===== config.mk =====
export PLATFORM = sky130hd
export DESIGN_NAME = sevenseg_scan_driver
export DESIGN_NICKNAME = d
export VERILOG_FILES = /design/src/rtl/sevenseg_pkg.sv /design/src/rtl/sevenseg_code_rom.sv /design/src/rtl/sevenseg_scan_driver.sv
export SDC_FILE = /design/constraint.sdc
export NUM_CORES = 1
export LEC_CHECK = 0
export CAP_MARGIN = 30
export CORE_ASPECT_RATIO = 2
export CORE_MARGIN = 10
export CORE_UTILIZATION = 60
export CTS_CLUSTER_SIZE = 28
export DETAILED_ROUTE_END_ITERATION = 10
export PLACE_DENSITY = 0.85
export SETUP_SLACK_MARGIN = 0.05
export SYNTH_ARGS = -nofsm -noshare
export SYNTH_HDL_FRONTEND = slang
export SYNTH_HIERARCHICAL = 1
export SYNTH_SLANG_ARGS = --single-unit
export TNS_END_PERCENT = 20

===== constraint.sdc =====
create_clock -name clk -period 8.5 [get_ports clk]
set_input_delay 1.7 -clock clk [delete_from_list [all_inputs] [get_ports clk]]
set_output_delay 1.7 -clock clk [all_outputs]
set_load 0.05 [all_outputs]

===== src/rtl/sevenseg_pkg.sv =====
// Shared types, constants and the code-to-segment mapping for the 7-segment scan driver.
// Segment patterns are active-low {g,f,e,d,c,b,a}.
`timescale 1ns/1ps
package sevenseg_pkg;

    localparam logic [4:0] CODE_BLANK = 5'h13;
    localparam logic [6:0] SEG_OFF    = 7'h7F;
    localparam logic [6:0] SEG_ERR    = 7'h49;

    typedef enum logic {
        ST_SHOW  = 1'b0,
        ST_GUARD = 1'b1
    } state_t;

    // Codes 0x10..0x13 are the extra glyphs 'r', 'P', 'E' and blank.
    function automatic logic [6:0] seg_pattern(input logic [4:0] code);
        logic [6:0] seg;
        case (code)
            5'h00:   seg = 7'h40;
            5'h01:   seg = 7'h79;
            5'h02:   seg = 7'h24;
            5'h03:   seg = 7'h30;
            5'h04:   seg = 7'h19;
            5'h05:   seg = 7'h12;
            5'h06:   seg = 7'h02;
            5'h07:   seg = 7'h78;
            5'h08:   seg = 7'h00;
            5'h09:   seg = 7'h18;
            5'h0A:   seg = 7'h08;
            5'h0B:   seg = 7'h03;
            5'h0C:   seg = 7'h46;
            5'h0D:   seg = 7'h21;
            5'h0E:   seg = 7'h06;
            5'h0F:   seg = 7'h0E;
            5'h10:   seg = 7'h2F;
            5'h11:   seg = 7'h0C;
            5'h12:   seg = 7'h06;
            5'h13:   seg = SEG_OFF;
            default: seg = SEG_ERR;
        endcase
        return seg;
    endfunction

endpackage


===== src/rtl/sevenseg_code_rom.sv =====
// Combinational digit-code to active-low segment pattern lookup.
`timescale 1ns/1ps
module sevenseg_code_rom
    import sevenseg_pkg::*;
(
    input  logic [4:0] code_i,
    output logic [6:0] seg_o
);

    assign seg_o = seg_pattern(code_i);

endmodule


===== src/rtl/sevenseg_scan_driver.sv =====
// Time-multiplexed common-anode 7-segment driver with ghost-guard gaps between digits
// and a double-buffered digit bank that only swaps at the frame boundary.
`timescale 1ns/1ps
module sevenseg_scan_driver
    import sevenseg_pkg::*;
#(
    parameter int NUM_DIGITS = 8,
    parameter int TICK_DIV   = 12500,
    parameter int BLANK_CYC  = 16
)
(
    input  logic                    clk,
    input  logic                    rst,
    input  logic [5*NUM_DIGITS-1:0] codes_i,
    input  logic [NUM_DIGITS-1:0]   dp_i,
    input  logic [NUM_DIGITS-1:0]   blank_i,
    input  logic                    load_i,
    output logic [NUM_DIGITS-1:0]   an_o,
    output logic [6:0]              seg_o,
    output logic                    dp_o,
    output logic                    frame_o
);

    localparam int CW    = 5 * NUM_DIGITS;
    localparam int IDX_W = $clog2(NUM_DIGITS);
    localparam int CNT_W = $clog2(TICK_DIV + BLANK_CYC);

    localparam logic [IDX_W-1:0] LAST_IDX   = IDX_W'(NUM_DIGITS - 1);
    localparam logic [CNT_W-1:0] SHOW_LAST  = CNT_W'(TICK_DIV - 1);
    localparam logic [CNT_W-1:0] GUARD_LAST = CNT_W'(BLANK_CYC - 1);

    state_t                  state_q, state_d;
    logic [CNT_W-1:0]        cnt_q, cnt_d;
    logic [IDX_W-1:0]        idx_q, idx_d;

    logic [CW-1:0]           act_codes_q, act_codes_d;
    logic [NUM_DIGITS-1:0]   act_dp_q, act_dp_d;
    logic [NUM_DIGITS-1:0]   act_blank_q, act_blank_d;
    logic [CW-1:0]           sh_codes_q, sh_codes_d;
    logic [NUM_DIGITS-1:0]   sh_dp_q, sh_dp_d;
    logic [NUM_DIGITS-1:0]   sh_blank_q, sh_blank_d;

    logic [NUM_DIGITS-1:0]   an_q, an_d;
    logic [6:0]              seg_q, seg_d;
    logic                    dp_q, dp_d;
    logic                    frame_q, frame_d;

    logic                    show_end;
    logic                    guard_exit;
    logic                    wrap;
    logic [4:0]              sel_code;
    logic                    sel_dp;
    logic                    sel_blank;
    logic [6:0]              rom_seg;

    always_comb begin
        state_d    = state_q;
        cnt_d      = cnt_q + CNT_W'(1);
        idx_d      = idx_q;
        show_end   = 1'b0;
        guard_exit = 1'b0;
        wrap       = 1'b0;
        if (state_q == ST_SHOW) begin
            if (cnt_q == SHOW_LAST) begin
                cnt_d    = '0;
                state_d  = ST_GUARD;
                show_end = 1'b1;
            end
        end else begin
            if (cnt_q == GUARD_LAST) begin
                cnt_d      = '0;
                state_d    = ST_SHOW;
                guard_exit = 1'b1;
                wrap       = (idx_q == LAST_IDX);
                idx_d      = wrap ? '0 : idx_q + IDX_W'(1);
            end
        end
    end

    // A load landing on the wrap edge goes straight into the active bank.
    always_comb begin
        sh_codes_d  = load_i ? codes_i : sh_codes_q;
        sh_dp_d     = load_i ? dp_i    : sh_dp_q;
        sh_blank_d  = load_i ? blank_i : sh_blank_q;
        act_codes_d = act_codes_q;
        act_dp_d    = act_dp_q;
        act_blank_d = act_blank_q;
        frame_d     = wrap;
        if (wrap) begin
            act_codes_d = load_i ? codes_i : sh_codes_q;
            act_dp_d    = load_i ? dp_i    : sh_dp_q;
            act_blank_d = load_i ? blank_i : sh_blank_q;
        end
    end

    assign sel_code  = act_codes_d[int'(idx_d) * 5 +: 5];
    assign sel_dp    = act_dp_d[idx_d];
    assign sel_blank = act_blank_d[idx_d];

    sevenseg_code_rom u_code_rom (
        .code_i (sel_code),
        .seg_o  (rom_seg)
    );

    // Segments are only reloaded on the guard exit, right after a cycle with all anodes off.
    always_comb begin
        an_d  = an_q;
        seg_d = seg_q;
        dp_d  = dp_q;
        if (show_end) begin
            an_d = '1;
        end
        if (guard_exit) begin
            if (sel_blank) begin
                an_d  = '1;
                seg_d = SEG_OFF;
                dp_d  = 1'b1;
            end else begin
                an_d  = ~(NUM_DIGITS'(1) << idx_d);
                seg_d = rom_seg;
                dp_d  = ~sel_dp;
            end
        end
    end

    always_ff @(posedge clk) begin
        if (rst) begin
            state_q     <= ST_GUARD;
            cnt_q       <= '0;
            idx_q       <= LAST_IDX;
            act_codes_q <= {NUM_DIGITS{CODE_BLANK}};
            act_dp_q    <= '0;
            act_blank_q <= '0;
            sh_codes_q  <= {NUM_DIGITS{CODE_BLANK}};
            sh_dp_q     <= '0;
            sh_blank_q  <= '0;
            an_q        <= '1;
            seg_q       <= SEG_OFF;
            dp_q        <= 1'b1;
            frame_q     <= 1'b0;
        end else begin
            state_q     <= state_d;
            cnt_q       <= cnt_d;
            idx_q       <= idx_d;
            act_codes_q <= act_codes_d;
            act_dp_q    <= act_dp_d;
            act_blank_q <= act_blank_d;
            sh_codes_q  <= sh_codes_d;
            sh_dp_q     <= sh_dp_d;
            sh_blank_q  <= sh_blank_d;
            an_q        <= an_d;
            seg_q       <= seg_d;
            dp_q        <= dp_d;
            frame_q     <= frame_d;
        end
    end

    assign an_o    = an_q;
    assign seg_o   = seg_q;
    assign dp_o    = dp_q;
    assign frame_o = frame_q;

endmodule


# Word level (Yosys, flattened, before mapping)
# Memory sizes are Yosys's and may differ from the RTL's.
# Index checks and enable logic that the tools add are counted.
# op_classes
add_sub_neg,2
mul,1
order_cmp,1
eq_ne,3
shifts,2
mux,29
bitwise,2
reduce_logical,1
# ops
operator,count
$mux W40,2
$mux W8,7
$mux W14,3
$shiftx A40 B7 Y5,1
$add A14 B1 Y14 const B,1
$eq A14 B14 Y1 const B,1
$eq A14 B4 Y1 const B,1
$mux W1,11
$mux W3,3
$not A8 Y8,1
$shl A1 B3 Y8 const A,1
$mux W7,1
$bmux W1 S3,2
$mul A3 B3 Y6 const B,1
$lt A3 B4 Y1 const B,1
$add A3 B1 Y3 const B,1
$eq A3 B3 Y1 const B,1
$reduce_bool A2 Y1,1
$not A1 Y1,1
# word_totals
reg_bits,147
romBits,224
out_inout_bits,17
wordCells,55
memories,1
# mem_list
memory,words,width,rd,rd_ports_with_merged_regs,write_ports,line_no,source
(name not given),32,7,1,0,0,sevenseg_pkg.sv:18,case (code)

# Logic depth before layout (Yosys ltp)
# depth
ltp_word,8
mapped_depth,19
mapped_depth_nobuf,16

# Modules after synthesis
# Netlist, hierarchy kept.
# by_module_without_submodules
mod,instances,cells_per_inst,area_each_um2,seq_area_each_um2
sevenseg_scan_driver,1,634,5955.7,2942.8
sevenseg_code_rom,1,50,382.9,0.0

# Worst setup path after synthesis
# Ideal clock, no wire load.
# synth_path
path_type,input -> register
start,in load_i
end,reg seg_q[3] (netlist: seg_o[3])
setup_ps,119
t_arrival_ps,4786
t_required_ps,8381
setup_slack_ps,3595
stages,15
n_path_buf,3
cell_sequence,clkbuf_1 -> buf_2 -> buf_1 -> mux2i_1 -> nor2_1 -> a21oi_1 -> o22ai_1 -> nor2_1 -> a21oi_1 -> inv_1 -> ha_1 -> a2111oi_0 -> a311oi_1 -> a211oi_1 -> o21bai_1
# synth_via
elab_chain_len,5
word_cells_on_any_way,9
cone_classes,shift (1); mux (7); memory (1)
# synth_rtl
item,line_no,source
"start, declared",sevenseg_scan_driver.sv:17,"input logic load_i,"
$mux W40,sevenseg_scan_driver.sv:90,act_codes_d = load_i ? codes_i : sh_codes_q;
$mux W40,sevenseg_scan_driver.sv:89,if (wrap) begin
$shiftx A40 B7 Y5,sevenseg_scan_driver.sv:96,assign sel_code = act_codes_d[int'(idx_d) * 5 +: 5];
named net sel_code[0],sevenseg_scan_driver.sv:51,logic [4:0] sel_code;
$mem_v2 Z32 W7,n/a,
named net rom_seg[3],sevenseg_scan_driver.sv:54,logic [6:0] rom_seg;
$mux W7,sevenseg_scan_driver.sv:114,if (sel_blank) begin
"end signal, assigned",sevenseg_scan_driver.sv:152,seg_q <= seg_d;
"end, declared",sevenseg_scan_driver.sv:44,"logic [6:0] seg_q, seg_d;"
# The timed path passes the listed nets, and every way through them passes these cells. The select of a mux whose other input is x is not followed.
# A chain may end at the register's enable or synchronous reset.

# Worst setup path after layout
# Same ends and word-level chain as after synthesis.

==> metrics.md <==
| Metric | Value |
|---|---|
| Status | complete, no violations |
| Share of layout cells above drive strength 1 | 9.212% |
| CTS tree | done |
| Tot GR Track Use | 19.74% |
| Synthesized area | 0.006339 sq mm |
| CP Max Fanout | 33 |
| Critical path, cell by cell | buf_2, buf_4, mux2i_1, nor2_1, a21oi_1, o22ai_1, nor2_1, a21oi_1, inv_1, ha_1, a2111oi_0, a311oi_1, a211oi_1, o21bai_1 |
| Slew Limit Fails | 0 |
| Largest net degree at the start of global routing | 84 |
| Syn. warnings | 6 |
| Via-per-instance ratio | 5.666 |
| First-pass GRT wire length | 24550 um |
| Htree depth | 4 |
| Ys flop type | dfxtp_1 |
| # IOs | 76 |
| # diodes | 0 |
| Clk_lat worst skew | 420 ps |
| PD cells | 201.0 mW/mm^2 |
| CTS Buf Count | 17 |
| Routed Antenna Nets | 0 |
| Layout area overhead | 21.28% |
| Initial drt markers | 354 |
| Width of the die | 92.68 um |
| Peak VDD IR | 165.8 uV |
| Max-cap violations | 0 |
| Final setup skew | 9.946 ps |
| Core ar. | 0.01041 sq mm |
| Post-Route WL | 14800 um |
| Root Driver | clkbuf_16 |
| Class of the worst hold path | reg -> reg |
| Clock slew at reported path FFs | 60 ps |
| Residual overflow from global routing | 0 |
| Crit start category | input pin |
| Tmin final | 4981 ps |
| Sum Neg Setup Slack | 0 ps |
| Post-CTS Resized | 0 |
| Placement Rows | 53 |
| Largest cells by area after synthesis | dfxtp_1, mux2i_1, nor2_1, nand2b_1, a21oi_1 |
| Syn Area/Cell | 9.267 sq um |
| Tcrit/Tclk final | 58.60% |
| # hold bufs at CTS | 0 |
| Final WS setup | 3519 ps |
| Cell family with most CP delay | compound AO/OA/AOI/OAI gates |
| Worst Setup End Kind | flop |
| Cell variety after synth | 56 |
| Seq/Total Area, Yosys | 46.43% |
| Die ar. | 0.01533 sq mm |
| Drt first pass iters | 6 |
| DRC violations left | 0 |
| Port Buf Inserts | 75 |
| Crit path max-delay cell type | buf_4 |
| RSZ-0062 raised after global routing | false |
| Clk sinks | 147 |
| Final hold violations | 0 |
| Postcts setup bufs | 0 |
| Worst slack at placement | 3109 ps |
| Fillers | 769 |
| Slew of the pin with the lowest slew margin | 972.9 ps |
| Net Count, Synth | 752 |
| FF+latch count, synth | 147 |
| Final Net Count | 804 |
| Slew HR | 35.14% |
| Worst stage delay on the critical path | 570 ps |
| Post-synthesis cell count | 684 |
| CP Class | in -> reg |
| Final-report setup violation count | 0 |
| Area fraction of the dominant cell type after synthesis | 46.43% |
| Hpwl dp | 10370 um |
| Area leader, netlist | dfxtp_1 |
| CTS Buffer Depth | 2 |
| Routability-driven placement congestion ratio | 0.8271 |
| Critical Path RT | 8800 ps |
| Post-synth EDFFs | 0 |
| Leak | 3.190 nW |
| Initial antenna violation count | 0 |
| DR WL/cell | 16.71 um |
| Vias in the first global route | 5292 |
| Worst Path Arrival | 5280 ps |
| Initial Utilization | 60.88% |
| Total number of vias | 5020 |
| Ys async rst share | 0% |
| FMAX | 0.2008 GHz |
| Critical path buffers and inverters | 3 |
| Die Y | 165.4 um |
report_power, final:
| group | switching (W) | leakage (nW) | internal (W) |
|---|---|---|---|
| clock network | 0.000292 | 0.282 | 0.000456 |
| registers | 0.00000485 | 1.20 | 0.000706 |
| logic | 0.0000367 | 1.71 | 0.0000498 |
| total | 0.000333 | 3.19 | 0.00121 |
routing by layer:
layer  vias up  wire length (um)  GRT usage [%]
li1       2446                 -              -
met4         0               407          8.956
met1      2397              5334          19.09
met3        37               739          5.251
met5         -                 0              0
met2       140              8322          37.61
worst reg2reg max path, stage by stage (launching register included):
cell      delay (ps)
dfxtp_1          520
ha_1             220
ha_1             240
nor4bb_1         500
nand4_4          570
buf_4            570
nor2_1           220
a21oi_1           80
o22ai_1          220
nor3_1            80
a21oi_1          750
nor2_1           230
o21ai_0          130
o21ai_0          110
a211oi_1         280
o21bai_1         100
state kept, by name (all words and copies together), names as in the netlist, 7 cells and up:
register     count
act_blank_q      8
act_dp_q         8
act_codes_q     40
sh_dp_q          8
an_o             8
sh_codes_q      40
cnt_q           14
sh_blank_q       8
seg_o            7
per-stage QoR:
step                      instances  instance area (sq um)  hold WS, ps  utilization (%)  total power, W
after detailed placement        853                   7083        435.5            68.03       0.0008126
after floorplan                 684                   6339        413.2                -       0.0007736
after global routing            886                   7687        477.6            73.84        0.001591
after global placement          851                   7048        429.6            67.70       0.0008080
after CTS                       885                   7680        444.0            73.77        0.001551
final                           886                   7687        440.7            73.84        0.001545
cell usage after synthesis, types with 11 or more instances:
master    number
mux2_2        19
mux2i_1       62
nor2_1       133
a21oi_1       54
nand2b_1      54
nand2_1       11
dfxtp_1      147
o22ai_1       24
nor2b_1       19
buf_2         14
clkbuf_1      27
cell families after synthesis:
family	after synthesis	share of synthesized area (%)
xor gates and xnor gates	13	1.796
buffers and inverters	56	4.264
AOI/OAI and AO/OA	123	12.16
muxes	82	13.38
DFF	147	46.43
adders and majority gates	9	1.777
and+or+nand+nor	254	20.19
final timing paths:
kind                        from                    end  slack (ps)  cells past startpoint
max reg2reg  idx_q[0]$_SDFF_PP1_  seg_o[2]$_SDFFE_PP1P_        3560                     15
min reg2reg  cnt_q[0]$_SDFF_PP0_    cnt_q[0]$_SDFF_PP0_         440                      1
min          cnt_q[0]$_SDFF_PP0_    cnt_q[0]$_SDFF_PP0_         440                      1
max                       load_i  seg_o[3]$_SDFFE_PP1P_        3520                     14
placed cells by master (no fill, tap or decap), types with 3 or more instances in the layout:
cell	Yosys	final
a211oi_1	7	7
a21oi_1	54	54
a31oi_1	5	5
and3_1	4	4
buf_4	3	7
clkbuf_16	0	17
clkbuf_8	0	3
clkdlybuf4s50_1	0	73
clkinvlp_4	0	4
dfxtp_1	147	147
ha_1	9	9
inv_1	7	7
mux2_2	19	19
mux2i_1	62	62
nand2_1	11	11
nand2b_1	54	54
nand3_1	6	6
nor2_1	133	133
nor2b_1	19	19
nor3_1	9	9
nor4_4	3	3
o21ai_0	5	5
o21bai_1	8	8
o22a_1	3	3
o22ai_1	24	24
xnor2_1	9	9
xor2_1	4	4
area by class of cell:
type                            instances  area (sq um)  area share [%]
Multi-Input combinational cell        481          3134           40.77
Sequential cell                       147          2943           38.28
Timing Repair Buffer                   82         815.8           10.61
Clock buffer                           21         470.5           6.120
Tap cell                              137         171.4           2.230
Clock inverter                         11         126.4           1.644
Inverter                                7         26.28          0.3418
(Power assumes the default switching activity.)
